File: src/rtl/rx_ocp_pkg.sv
// Shared encodings, state type and beat-count helper for the receive-side OCP master.
package rx_ocp_pkg;

   localparam logic [2:0] OCP_IDLE = 3'b000;
   localparam logic [2:0] OCP_WR   = 3'b001;
   localparam logic [2:0] OCP_RD   = 3'b010;

   localparam logic [1:0] RESP_NULL = 2'b00;
   localparam logic [1:0] RESP_DVA  = 2'b01;
   localparam logic [1:0] RESP_ERR  = 2'b11;

   typedef enum logic [2:0] {
      IDLE,
      WR,
      RD_CMD,
      RD_RESP,
      ABORT
   } state_e;

   // A TLP length of 0 encodes 1024 DW; odd DW counts round up to a whole beat.
   function automatic logic [9:0] beat_count(input logic [9:0] len);
      logic [10:0] len_dw;
      len_dw = (len == 10'd0) ? 11'd1024 : {1'b0, len};
      return 10'((len_dw + 11'd1) >> 1);
   endfunction

endpackage

File: src/rtl/rx_ocp_master_watchdog.sv
// No-progress cycle counter; saturates at the limit and reports expiry.
module rx_ocp_watchdog (
   input  logic       rx_clk,
   input  logic       rx_reset,
   input  logic       wd_clr,
   input  logic       wd_en,
   input  logic [9:0] wd_limit,
   output logic       wd_expired
);

   logic [9:0] cnt_q;
   logic [9:0] cnt_d;

   assign wd_expired = (cnt_q == wd_limit);

   always_comb begin
      cnt_d = cnt_q;
      if (wd_clr)
         cnt_d = '0;
      else if (wd_en && !wd_expired)
         cnt_d = cnt_q + 10'd1;
   end

   always_ff @(posedge rx_clk) begin
      if (rx_reset)
         cnt_q <= '0;
      else
         cnt_q <= cnt_d;
   end

endmodule

File: src/rtl/rx_ocp_master.sv
// Runs one decoded PCIe memory request as a single OCP burst and streams read data out.
//
// state   | meaning
// IDLE    | waiting for a command, cmd_ready high
// WR      | streaming write beats to the OCP slave
// RD_CMD  | read command presented, waiting for SCmdAccept
// RD_RESP | forwarding read responses to the completion stream
// ABORT   | watchdog fired on a read; one error completion beat pending
module rx_ocp_master
   import rx_ocp_pkg::*;
#(
   parameter int DATA_WIDTH = 64,
   parameter int ADDR_WIDTH = 64,
   parameter int TIMEOUT    = 1023
) (
   input  logic                  rx_clk,
   input  logic                  rx_reset,
   input  logic                  cmd_valid,
   output logic                  cmd_ready,
   input  logic                  cmd_write,
   input  logic [ADDR_WIDTH-1:0] cmd_addr,
   input  logic [9:0]            cmd_len,
   input  logic                  wr_valid,
   output logic                  wr_ready,
   input  logic [DATA_WIDTH-1:0] wr_data,
   input  logic                  wr_last,
   output logic [2:0]            MCmd,
   output logic [ADDR_WIDTH-1:0] MAddr,
   output logic [DATA_WIDTH-1:0] MData,
   output logic [9:0]            MBurstLength,
   output logic                  MRespAccept,
   input  logic                  SCmdAccept,
   input  logic [1:0]            SResp,
   input  logic [DATA_WIDTH-1:0] SData,
   output logic                  cpl_valid,
   input  logic                  cpl_ready,
   output logic [DATA_WIDTH-1:0] cpl_data,
   output logic                  cpl_last,
   output logic                  cpl_err,
   output logic                  len_err
);

   state_e                state_q, state_d;
   logic [ADDR_WIDTH-1:0] addr_q, addr_d;
   logic [9:0]            beats_q, beats_d;
   logic                  progress;
   logic                  wd_clr;
   logic                  timeout;

   always_comb begin
      state_d      = state_q;
      addr_d       = addr_q;
      beats_d      = beats_q;
      progress     = 1'b0;
      cmd_ready    = 1'b0;
      wr_ready     = 1'b0;
      MCmd         = OCP_IDLE;
      MAddr        = '0;
      MData        = '0;
      MBurstLength = '0;
      MRespAccept  = 1'b0;
      cpl_valid    = 1'b0;
      cpl_data     = '0;
      cpl_last     = 1'b0;
      cpl_err      = 1'b0;
      len_err      = 1'b0;

      unique case (state_q)
         IDLE: begin
            cmd_ready = !rx_reset;
            if (cmd_valid && !rx_reset) begin
               addr_d   = cmd_addr & ~ADDR_WIDTH'(7);
               beats_d  = beat_count(cmd_len);
               state_d  = cmd_write ? WR : RD_CMD;
               progress = 1'b1;
            end
         end
         WR: begin
            MCmd     = wr_valid ? OCP_WR : OCP_IDLE;
            MAddr    = addr_q;
            MData    = wr_data;
            wr_ready = SCmdAccept && wr_valid;
            if (wr_ready) begin
               progress = 1'b1;
               addr_d   = addr_q + ADDR_WIDTH'(8);
               beats_d  = beats_q - 10'd1;
               if (beats_q == 10'd1) begin
                  state_d = IDLE;
                  len_err = !wr_last;
               end
            end else if (timeout) begin
               state_d = IDLE;
               len_err = 1'b1;
            end
         end
         RD_CMD: begin
            MCmd         = OCP_RD;
            MAddr        = addr_q;
            MBurstLength = beats_q;
            if (SCmdAccept)
               state_d = RD_RESP;
            else if (timeout)
               state_d = ABORT;
         end
         RD_RESP: begin
            MRespAccept = cpl_ready;
            cpl_valid   = (SResp != RESP_NULL);
            cpl_data    = SData;
            cpl_err     = (SResp == RESP_ERR);
            cpl_last    = cpl_valid && (beats_q == 10'd1);
            if (cpl_valid && cpl_ready) begin
               progress = 1'b1;
               beats_d  = beats_q - 10'd1;
               if (beats_q == 10'd1)
                  state_d = IDLE;
            end else if (timeout) begin
               state_d = ABORT;
            end
         end
         ABORT: begin
            cpl_valid = 1'b1;
            cpl_err   = 1'b1;
            cpl_last  = 1'b1;
            if (cpl_ready)
               state_d = IDLE;
         end
         default: state_d = IDLE;
      endcase

      wd_clr = progress || (state_d != state_q);
   end

   always_ff @(posedge rx_clk) begin
      if (rx_reset) begin
         state_q <= IDLE;
         addr_q  <= '0;
         beats_q <= '0;
      end else begin
         state_q <= state_d;
         addr_q  <= addr_d;
         beats_q <= beats_d;
      end
   end

   rx_ocp_watchdog u_watchdog (
      .rx_clk     (rx_clk),
      .rx_reset   (rx_reset),
      .wd_clr     (wd_clr),
      .wd_en      (state_q != IDLE),
      .wd_limit   (10'(TIMEOUT)),
      .wd_expired (timeout)
   );

endmodule

File: config.mk
export PLATFORM = sky130hd
export DESIGN_NAME = rx_ocp_master
export DESIGN_NICKNAME = d
export VERILOG_FILES = /design/src/rtl/rx_ocp_pkg.sv /design/src/rtl/rx_ocp_master_watchdog.sv /design/src/rtl/rx_ocp_master.sv
export SDC_FILE = /design/constraint.sdc
export NUM_CORES = 1
export LEC_CHECK = 0
export BUFFER_PORTS_ARGS = -buffer_cell sky130_fd_sc_hd__buf_4
export CAP_MARGIN = 20
export CORE_AREA = 2 2 166 168
export CTS_BUF_LIST = sky130_fd_sc_hd__clkbuf_16
export DETAILED_ROUTE_END_ITERATION = 12
export DIE_AREA = 0 0 168 170
export GPL_ROUTABILITY_DRIVEN = 0
export PLACE_DENSITY = 0.62
export SLEW_MARGIN = 40
export SYNTH_ARGS = -nofsm -noshare
export SYNTH_HDL_FRONTEND = slang
export SYNTH_HIERARCHICAL = 1
export SYNTH_SLANG_ARGS = --single-unit
File: constraint.sdc
create_clock -name rx_clk -period 5.6 [get_ports rx_clk]
set_input_delay 0.56 -clock rx_clk [delete_from_list [all_inputs] [get_ports rx_clk]]
set_output_delay 0.56 -clock rx_clk [all_outputs]
set_load 0.02 [all_outputs]
==> results.json <==
{
  "tritoncts": "built",
  "cts_made_buffers": 9,
  "synth_top_cells_by_count": "144 x and2_1, 98 x nand2_1, 85 x nor2_1",
  "grt_start_max_net_pins": 94,
  "fin_hold_ws_ps": 460,
  "via_per_inst": 5.22,
  "post_cts_resized": 0,
  "ir_worst_vdd_uv": 105,
  "clk_path_buf_depth": 2,
  "fin_nets": 1604,
  "syn2layout_area_growth_pct": 52.8,
  "endpoint_kind": "primary output",
  "vias": 9041,
  "overflow": 0,
  "hold_viol_final": 0,
  "clock_sinks": 84,
  "synth_seq_cells": 84,
  "crit_path_start_kind": "register",
  "setup_violations": 0,
  "fin_crit_ps": 3510,
  "diodes": 0,
  "post-place-ws_ps": 2190,
  "syn_area_per_cell_um2": 6.85,
  "maxCapViolCount": 0,
  "dieHeight_um": 170,
  "setup_ws_ps": 2090,
  "clkSlewWorstSetupHoldPaths_ps": 70,
  "outcome": "finished clean",
  "die_x_um": 168,
  "synth_largest_area_cell": "dfxtp_1",
  "drc": 0,
  "fin_skew_ps": 13.1,
  "wirelength_um": 31100,
  "fmax_ghz": 0.285,
  "wl_per_cell_um": 17.9,
  "grt_pass1_wl_um": 47000,
  "num_rows": 60,
  "setup_tns_ps": 0,
  "power_density_nw_per_um2": 167,
  "drive_above_1_share_pct": 32.8,
  "ys_async_sr_fraction_pct": 0,
  "crit_path_max_incr_delay_ps": 610,
  "initial_core_util_pct": 26.2,
  "worstSkewPairLatency_ps": 350,
  "firstDrtPassIters": 5,
  "yosysWarnings": 6,
  "crit_required_ps": 5040,
  "postRouteAntennaNets": 0,
  "grt.total_usage_pct": 20.5,
  "numPortBuffers": 416,
  "antenna_found_initial": 0,
  "synth_cell_type_count": 67,
  "yosys-top-cells-area": "dfxtp_1 24%, and2_1 13%, nor2b_1 5.5%, nand2_1 5.3%, nor2_1 4.6%",
  "synth.most_common_cell": "and2_1",
  "worstPathMaxFanout": 93,
  "postSynthCellCount": 1021,
  "cts-root-buf": "clkbuf_16",
  "slowest_stage": "dfxtp_1",
  "p_leak_nw": 4.62,
  "worst-slew-pin-transition_ps": 806,
  "first_iter_violations": 691,
  "seq_area_frac_synth_pct": 24.0,
  "rsz0062_at_grt": "false",
  "hold_buffers": 0,
  "core_region_area_um2": 26700,
  "hold_path.class": "input pin to register",
  "cp_cell_sequence": "nand2b_1 > nor2_4 > buf_6 > nor2_4 > buf_4 > nor2b_1 > buf_4",
  "drv_slew": 0,
  "utilization_pct": 40.1,
  "syn_area_um2": 6990,
  "slew_headroom_pct": 46.1,
  "grt_pass1_vias": 8556,
  "ios": 424,
  "ys.flop_type": "dfxtp_1",
  "worstSetupPathType": "register to primary output",
  "synth-edff-count": 0,
  "synth_top_area_share_pct": 24.0,
  "cts_setup_buffers": 0,
  "die-area_um2": 28600,
  "cp.arrival_ps": 2950,
  "post-route-period-util_pct": 62.8,
  "place_hpwl_um": 23500,
  "ctsHtreeMaxLevel": 3
}
==> sequential cells by signal, indices dropped and copies added (netlist names) <==
| signal | cells |
|---|---|
| addr_q | 61 |
| beats_q | 10 |
| state_q | 3 |
| u_watchdog/cnt_q | 10 |
==> final timing paths <==
| path | start | end | slack, ps | cells past startpoint |
|---|---|---|---|---|
| min reg2reg | u_watchdog/cnt_q[9] | u_watchdog/cnt_q[9] | 490 | 2 |
| max | state_q[0] | MAddr[41] | 2090 | 7 |
| max reg2reg | state_q[2] | u_watchdog/cnt_q[4] | 2110 | 9 |
| min | cmd_addr[60] | addr_q[60] | 460 | 2 |
==> kinds of logic (layout without fill, tap and decap cells) <==
logic type,Yosys count,count (layout),synth area share (%)
other,2,14,0.107
flip-flops,84,84,24.0
AO/OA/AOI/OAI,234,234,21.5
adder cells (fa/ha/maj),6,6,1.07
multiplexers,4,4,0.573
XOR/XNOR,19,19,2.38
AND/OR/NAND/NOR,576,576,44.6
buffers and inverters,96,454,5.64
==> critical path: cells and delay by family (launching register included) <==
| kind | cells | cell delay (ps) |
|---|---|---|
| buffers and inverters | 3 | 990 |
| and+or+nand+nor | 4 | 980 |
| DFF | 1 | 610 |
==> cell type report <==
type,count,area (µm²)
fillers,2830,16000
clock inverters,7,98.8
well taps,341,427
multi-input cells,853,5000
repair buffers,424,3190
inverters,14,52.6
clock buffers,9,225
flip-flops and latches,84,1680
==> cell usage in the layout, fill, tap and decap left out, types with 4 or more instances in the layout <==
| master | instances |
|---|---|
| o31ai_1 | 12 |
| nor4_1 | 32 |
| dfxtp_1 | 84 |
| nand2_1 | 98 |
| nand4_1 | 26 |
| o22ai_1 | 8 |
| and2_1 | 143 |
| nor3_1 | 30 |
| and3_1 | 13 |
| o32ai_1 | 4 |
| mux2i_1 | 4 |
| a22oi_1 | 18 |
| inv_1 | 14 |
| o211ai_1 | 6 |
| conb_1 | 14 |
| nor2_1 | 83 |
| o41ai_1 | 9 |
| clkbuf_16 | 9 |
| nand2b_1 | 4 |
| o2bb2ai_1 | 4 |
| buf_4 | 421 |
| o21ai_0 | 51 |
| a211oi_1 | 4 |
| nand3_1 | 39 |
| a32o_1 | 4 |
| a311oi_1 | 5 |
| and4_1 | 4 |
| a31oi_1 | 17 |
| ha_1 | 6 |
| or4_1 | 9 |
| xnor2_1 | 5 |
| a21oi_1 | 63 |
| nor2b_1 | 60 |
| xor2_1 | 14 |
| a21o_1 | 5 |
| or3_1 | 11 |
==> stage by stage <==
| step | std cells | power, mW | cell area [µm²] |
|---|---|---|---|
| finish | 1732 | 1.78 | 10700 |
| global route | 1732 | 1.86 | 10700 |
| CTS | 1732 | 1.79 | 10700 |
| detailed placement | 1716 | 1.12 | 10300 |
| global placement | 1716 | 1.11 | 10300 |
| floorplan | 1033 | 0.898 | 7040 |
==> where the power goes <==
part / total [mW] / switching (mW) / internal [mW]
Clock: 0.676 / 0.281 / 0.395
Sequential: 0.687 / 0.0553 / 0.631
Combinational: 0.419 / 0.217 / 0.202
==> per-layer routing <==
layer  up-vias  routed length, µm  global-route usage [%]
li1       4361                  -                       -
met1      4158              12700                    26.1
met2       487              15200                    36.1
met3        35               2720                    3.79
met4         0                417                    4.42
met5         -                  0                       0
Power figures use the tool's default switching activity.
